==> src/rtl/mcr_rom_pkg.sv <==
// Shared types and ROM map for the MCR program ROM port arbiter.
package mcr_rom_pkg;

  localparam int ROM_AW = 16;
  localparam int ROM_DW = 8;

  // Program store map: main CPU owns the low 48k, sound CPU the top 16k
  localparam logic [15:0] CPU_ROM_BASE = 16'h0000;
  localparam logic [15:0] CPU_ROM_LAST = 16'hBFFF;
  localparam logic [15:0] SND_ROM_BASE = 16'hC000;
  localparam logic [15:0] SND_ROM_LAST = 16'hFFFF;
  localparam logic [15:0] SND_BASE     = SND_ROM_BASE;

  typedef enum logic [1:0] {
    IDLE = 2'd0,
    READ = 2'd1,
    DL   = 2'd2
  } state_e;

  typedef enum logic {
    GNT_CPU = 1'b0,
    GNT_SND = 1'b1
  } grant_e;

endpackage

==> src/rtl/mcr_rom_port_arbiter_rr_arb2.sv <==
// Two-way round-robin picker; a requester is masked while its ack is high.
module rr_arb2
  import mcr_rom_pkg::*;
(
  input  logic clk_sys,
  input  logic rst_n,
  input  logic req_cpu,
  input  logic req_snd,
  input  logic mask_cpu,
  input  logic mask_snd,
  input  logic commit,
  output logic gnt_valid,
  output logic gnt_snd
);

  grant_e last_grant;
  grant_e pick;
  logic   elig_cpu;
  logic   elig_snd;

  assign elig_cpu = req_cpu && !mask_cpu;
  assign elig_snd = req_snd && !mask_snd;

  // On a tie the requester that did not win last time goes first
  always_comb begin
    pick = GNT_SND;
    if (elig_cpu && elig_snd) begin
      pick = (last_grant == GNT_CPU) ? GNT_SND : GNT_CPU;
    end else if (elig_cpu) begin
      pick = GNT_CPU;
    end
  end

  assign gnt_valid = elig_cpu || elig_snd;
  assign gnt_snd   = (pick == GNT_SND);

  always_ff @(posedge clk_sys or negedge rst_n) begin
    if (!rst_n) begin
      last_grant <= GNT_SND;
    end else if (commit && gnt_valid) begin
      last_grant <= pick;
    end
  end

endmodule

==> src/rtl/mcr_rom_port_arbiter.sv <==
// Shares one single-port 64k x 8 program RAM between the main CPU, the sound CPU
// and the HPS ROM download path.
module mcr_rom_port_arbiter
  import mcr_rom_pkg::*;
#(
  parameter int            AW       = ROM_AW,
  parameter int            DW       = ROM_DW,
  parameter logic [AW-1:0] SND_BASE = SND_ROM_BASE
) (
  input  logic          clk_sys,
  input  logic          reset_n,
  input  logic          dl_active,
  input  logic          dl_wr,
  input  logic [24:0]   dl_addr,
  input  logic [DW-1:0] dl_data,
  output logic          dl_done,
  input  logic          cpu_req,
  input  logic [AW-1:0] cpu_addr,
  output logic          cpu_ack,
  output logic [DW-1:0] cpu_data,
  input  logic          snd_req,
  input  logic [13:0]   snd_addr,
  output logic          snd_ack,
  output logic [DW-1:0] snd_data,
  output logic [AW-1:0] mem_addr,
  output logic          mem_we,
  output logic [DW-1:0] mem_d,
  input  logic [DW-1:0] mem_q
);

  // Reset asserts immediately but is released on a clock edge
  logic [1:0] rst_sync;
  logic       rst_n;

  always_ff @(posedge clk_sys or negedge reset_n) begin
    if (!reset_n) begin
      rst_sync <= 2'b00;
    end else begin
      rst_sync <= {rst_sync[0], 1'b1};
    end
  end

  assign rst_n = rst_sync[1];

  state_e        state;
  grant_e        rd_gnt;
  logic [AW-1:0] rd_addr;
  logic [AW-1:0] grant_addr;
  logic          dl_active_q;
  logic          gnt_valid;
  logic          gnt_snd;
  logic          grant_now;

  rr_arb2 u_arb (
    .clk_sys   (clk_sys),
    .rst_n     (rst_n),
    .req_cpu   (cpu_req),
    .req_snd   (snd_req),
    .mask_cpu  (cpu_ack),
    .mask_snd  (snd_ack),
    .commit    (grant_now),
    .gnt_valid (gnt_valid),
    .gnt_snd   (gnt_snd)
  );

  // A pending download outranks any read waiting in IDLE
  assign grant_now  = rst_n && (state == IDLE) && !dl_active && gnt_valid;
  assign grant_addr = gnt_snd ? (SND_BASE | {{(AW-14){1'b0}}, snd_addr}) : cpu_addr;

  // The grant address goes out combinationally so the RAM samples it in the grant cycle
  always_comb begin
    mem_addr = '0;
    mem_we   = 1'b0;
    mem_d    = '0;
    case (state)
      IDLE: begin
        if (grant_now) begin
          mem_addr = grant_addr;
        end
      end
      READ: begin
        mem_addr = rd_addr;
      end
      DL: begin
        mem_addr = dl_addr[AW-1:0];
        mem_d    = dl_data;
        mem_we   = dl_wr && (dl_addr[24:AW] == '0);
      end
      default: begin
        mem_addr = '0;
      end
    endcase
  end

  always_ff @(posedge clk_sys or negedge rst_n) begin
    if (!rst_n) begin
      state       <= IDLE;
      rd_gnt      <= GNT_CPU;
      rd_addr     <= '0;
      cpu_ack     <= 1'b0;
      snd_ack     <= 1'b0;
      cpu_data    <= '0;
      snd_data    <= '0;
      dl_done     <= 1'b0;
      dl_active_q <= 1'b0;
    end else begin
      cpu_ack     <= 1'b0;
      snd_ack     <= 1'b0;
      dl_active_q <= dl_active;
      dl_done     <= dl_active_q && !dl_active;
      case (state)
        IDLE: begin
          if (dl_active) begin
            state <= DL;
          end else if (grant_now) begin
            state   <= READ;
            rd_addr <= grant_addr;
            rd_gnt  <= gnt_snd ? GNT_SND : GNT_CPU;
          end
        end
        READ: begin
          state <= IDLE;
          if (rd_gnt == GNT_CPU) begin
            cpu_ack  <= 1'b1;
            cpu_data <= mem_q;
          end else begin
            snd_ack  <= 1'b1;
            snd_data <= mem_q;
          end
        end
        DL: begin
          if (!dl_active) begin
            state <= IDLE;
          end
        end
        default: begin
          state <= IDLE;
        end
      endcase
    end
  end

endmodule

==> config.mk <==
export PLATFORM = sky130hd
export DESIGN_NAME = mcr_rom_port_arbiter
export DESIGN_NICKNAME = d
export VERILOG_FILES = /design/src/rtl/mcr_rom_pkg.sv /design/src/rtl/mcr_rom_port_arbiter_rr_arb2.sv /design/src/rtl/mcr_rom_port_arbiter.sv
export SDC_FILE = /design/constraint.sdc
export NUM_CORES = 1
export LEC_CHECK = 0
export ABC_AREA = 1
export CAP_MARGIN = 40
export CORE_MARGIN = 4
export CORE_UTILIZATION = 38
export DETAILED_ROUTE_END_ITERATION = 10
export MAX_ROUTING_LAYER = met4
export PLACE_DENSITY = 0.81
export SLEW_MARGIN = 20
export SYNTH_ARGS = -nofsm -noshare
export SYNTH_HDL_FRONTEND = slang
export SYNTH_SLANG_ARGS = --single-unit
==> constraint.sdc <==
create_clock -name clk_sys -period 2.9 [get_ports clk_sys]
set_input_delay 0.435 -clock clk_sys [delete_from_list [all_inputs] [get_ports clk_sys]]
set_output_delay 0.435 -clock clk_sys [all_outputs]
set_load 0.01 [all_outputs]
==> parameters.txt <==
Parameter                              Value

Global route
  Combined global-route utilization of all metal layers    19.42%
  Initial antenna violation count    0
  Via count of the first global-routing pass    2414
  Pin count of the biggest net entering global routing    41
  Global-route wire length before repair    11.17 mm
  Overflow after GRT    0

Place
  Placer Congestion    0.8900
  Setup slack at placement    0.3190 ns
  Number of port buffers    120
  Detailed placement HPWL    5.066 mm
  DP Area    3558 sq um

Clock tree
  H-tree lvl count    2
  CTS Sinks    42
  Number of CTS-inserted buffers    5
  Post_cts resized    0
  Clock insertion delay at the later pin of the skew report    0.29 ns
  Root Buffer    clkbuf_8
  Clock tree from TritonCTS    yes
  Clock Tree Buf Depth    2
  Setup fix buffers added after clock tree synthesis    0
  Clock transition at the register clock pins on the worst setup and hold paths after CTS    0.08 ns
  Hold bufs inserted after CTS    0

Pwr
  Reported leakage power    1.967 nW
  Cell Pwr Density    approximately 530 nW/um^2
  Largest voltage drop on the vdd net    roughly 0.47 mV

Layout
  Final core occ    61.71%
  Area growth syn-to-layout    57.92%
  Antenna cell count    0
  Final Instance Area    about 3700 sq um
  Count of nets after finishing    ~530
  Layout cells sized above 1    roughly 6.6%
  Filler Cells Inserted    533

Outcome
  Run status    completed

Setup path
  Launch point of the worst path    cpu_req
  Origin of the critical flop-to-flop path    state[0]$_DFFE_PN0P_
  Required time of the critical path    2.47 ns
  Critical Path End    mem_addr[0]
  Startpoint type of the worst setup path    input port
  Critical Path Sink Type    output port
  Worst path top cell family by delay    buffers and inverters
  Number of cells on the critical path    8
  Category of the critical setup timing path    in -> out
  Length in cells of the worst reg-to-reg path    5
  Most frequent cell on the critical path    nand2_1
  Crit path cell chain    clkdlybuf4s50_1, nand2_1, inv_1, nand2_2, nand2_1, nand3_1, nand2_1, clkdlybuf4s50_1
  Worst reg2reg endpoint    cpu_data[0]$_DFFE_PN0P_
  Number of buffer and inverter stages on the critical path    3
  Critical path's largest stage delay    0.54 ns
  CP max stage cell    clkdlybuf4s50_1
  CP arrival    2.16 ns
  Worst setup slack for register-to-register paths    1.45 ns
  Maximum net fanout on the critical path    17

Floorplan
  Floorplan die area    around 7400 sq um
  Die width    86.03 um
  Num ports    approximately 120
  Initial Utilization    39.07%
  CORE AREA    5921 sq um
  Number of standard-cell rows in the floorplan    28
  Die Span Y    86.03 um

Timing
  Setup repair after global routing missed its margin    false
  Actual slew at the worst max-slew pin    0.5291 ns
  Final critical-path share of the clock period    89.46%
  Setup slack of the critical path after layout    0.3056 ns
  Final Setup Violations    0
  Count of final max-slew check failures    0
  Slew margin rel.    between 60% and 70%
  Final TNS setup    0 ns
  Fin crit period    2.594 ns
  Final number of hold-violating endpoints    0
  Clk_skew    0.005839 ns
  Maximum frequency from static timing analysis    385.4 MHz

Yosys
  Cell count after synthesis    330
  Number of warnings reported in the yosys synthesis log    0
  Share of the yosys chip area belonging to registers    45.48%
  Proportion of synthesized flip-flops having asynchronous set or reset    100.0%
  Syn nets    407
  Flop and latch count out of synthesis    42
  Area of the mapped netlist    2313 sq um
  Most area-consuming cells after synthesis    dfrtp_1 (44%), nand2_1 (21%), inv_1 (12%), nand3_1 (6.5%), o21ai_2 (3.0%)
  Avg Synthesized Cell Area    7.011 sq um
  Yosys cell types    20
  Main flop type after synthesis    dfrtp_1
  Number of flops mapped to enable cells by yosys    0
  Cell type with the highest aggregate area in the netlist    dfrtp_1
  Most used standard cell by instance count after synthesis    nand2_1
  Area share of the largest cell type after synthesis    44.35%
  Top cells by instance count after synthesis    nand2_1 (130), inv_1 (71), dfrtp_1 (41)

Route
  Vias per inst    4.561
  DRT iter0 DRCs    73
  Number of search-and-repair iterations in the first detailed-routing pass    4
  DRC violations left    0
  Number of antenna-violating nets in the routed design    0
  Total routed wirelength    between 6 and 7 mm
  Overall via count from detail_route    2408
  Detail-routed net length per standard cell    between 10 and 15 um

Hold path
  Type of the most critical hold path    in -> async

Run
  Max-cap check violation count    0
==> layout by cell type (no fill, tap or decap) <==
master	n
conb_1	1
inv_1	71
nand2_4	2
clkbuf_1	1
nor2_4	1
nor2_2	1
nand2_2	2
inv_2	2
nand3b_1	1
dfstp_2	1
nand3_1	30
o21ai_0	2
nand4_1	1
o21ai_1	10
nand2_1	130
inv_6	1
nor2_1	16
dfrtp_1	40
buf_4	5
dfrtp_2	1
clkdlybuf4s50_1	120
o21ai_2	8
clkbuf_8	6
==> logic make-up after synthesis <==
group / count (synthesis) / synth area share [%]
compound gates: 20 / 5.625
flops: 42 / 45.48
buf+inv: 83 / 15.68
simple gates: 184 / 33.05
other cells: 1 / 0.1621
==> cell type report <==
type	instances	area, sq um	share of cell area, %
sequential	42	1054	28.84
clock inverter	1	8.758	0.2397
timing repair buffer	125	1239	33.90
inverter	73	274.0	7.500
multi-input combinational	205	898.4	24.59
tap	75	93.84	2.568
clock buffer	7	86.33	2.363
==> power by group <==
group	total (mW)	internal (mW)	switching (mW)	leakage, nW
Combinational	0.715	0.400	0.315	1.41
Clock	0.393	0.197	0.196	0.0489
Sequential	0.835	0.744	0.0915	0.511
Total	1.94	1.34	0.602	1.97
==> sequential cells by signal (all words and copies together), names as in the netlist, 2 cells and up <==
register  count
rst_sync      2
snd_data      8
rd_addr      16
cpu_data      8
state         2
==> per-layer routing <==
metal | vias up | global-route usage [%] | share of wire [%]
met1 | 1084 | 25.32 | 45
met3 | 8 | 5.283 | 11
met5 | - | - | 0
met4 | 0 | 5.036 | 0.97
met2 | 109 | 29.92 | 44
li1 | 1207 | - | -
==> worst min-delay path by stage <==
stage / from / endpoint / slack, ns / cells past startpoint
6_report: reset_n / rst_sync[0]$_DFF_PN0_ / 0.30 / 1
5_1_grt: reset_n / rst_sync[0]$_DFF_PN0_ / 0.28 / 1
4_1_cts: reset_n / rst_sync[0]$_DFF_PN0_ / 0.29 / 1
3_5_place_dp: rst_sync[0]$_DFF_PN0_ / rst_sync[1]$_DFF_PN0_ / 0.34 / 0
3_3_place_gp: rst_sync[0]$_DFF_PN0_ / rst_sync[1]$_DFF_PN0_ / 0.33 / 0
2_1_floorplan: reset_n / rst_sync[0]$_DFF_PN0_ / 0.14 / 0
==> metrics by stage <==
| stage | hold slack [ns] | power [mW] | instances |
|---|---|---|---|
| final | 0.3013 | 1.943 | 528 |
| after global routing | 0.2850 | 2.080 | 528 |
| after CTS | 0.2945 | 1.969 | 528 |
| after detailed placement | 0.3448 | 1.563 | 520 |
| after global placement | 0.3333 | 1.539 | 520 |
| after floorplan | 0.1394 | 1.148 | 330 |
Note: power is estimated with default switching activity, not from simulation.
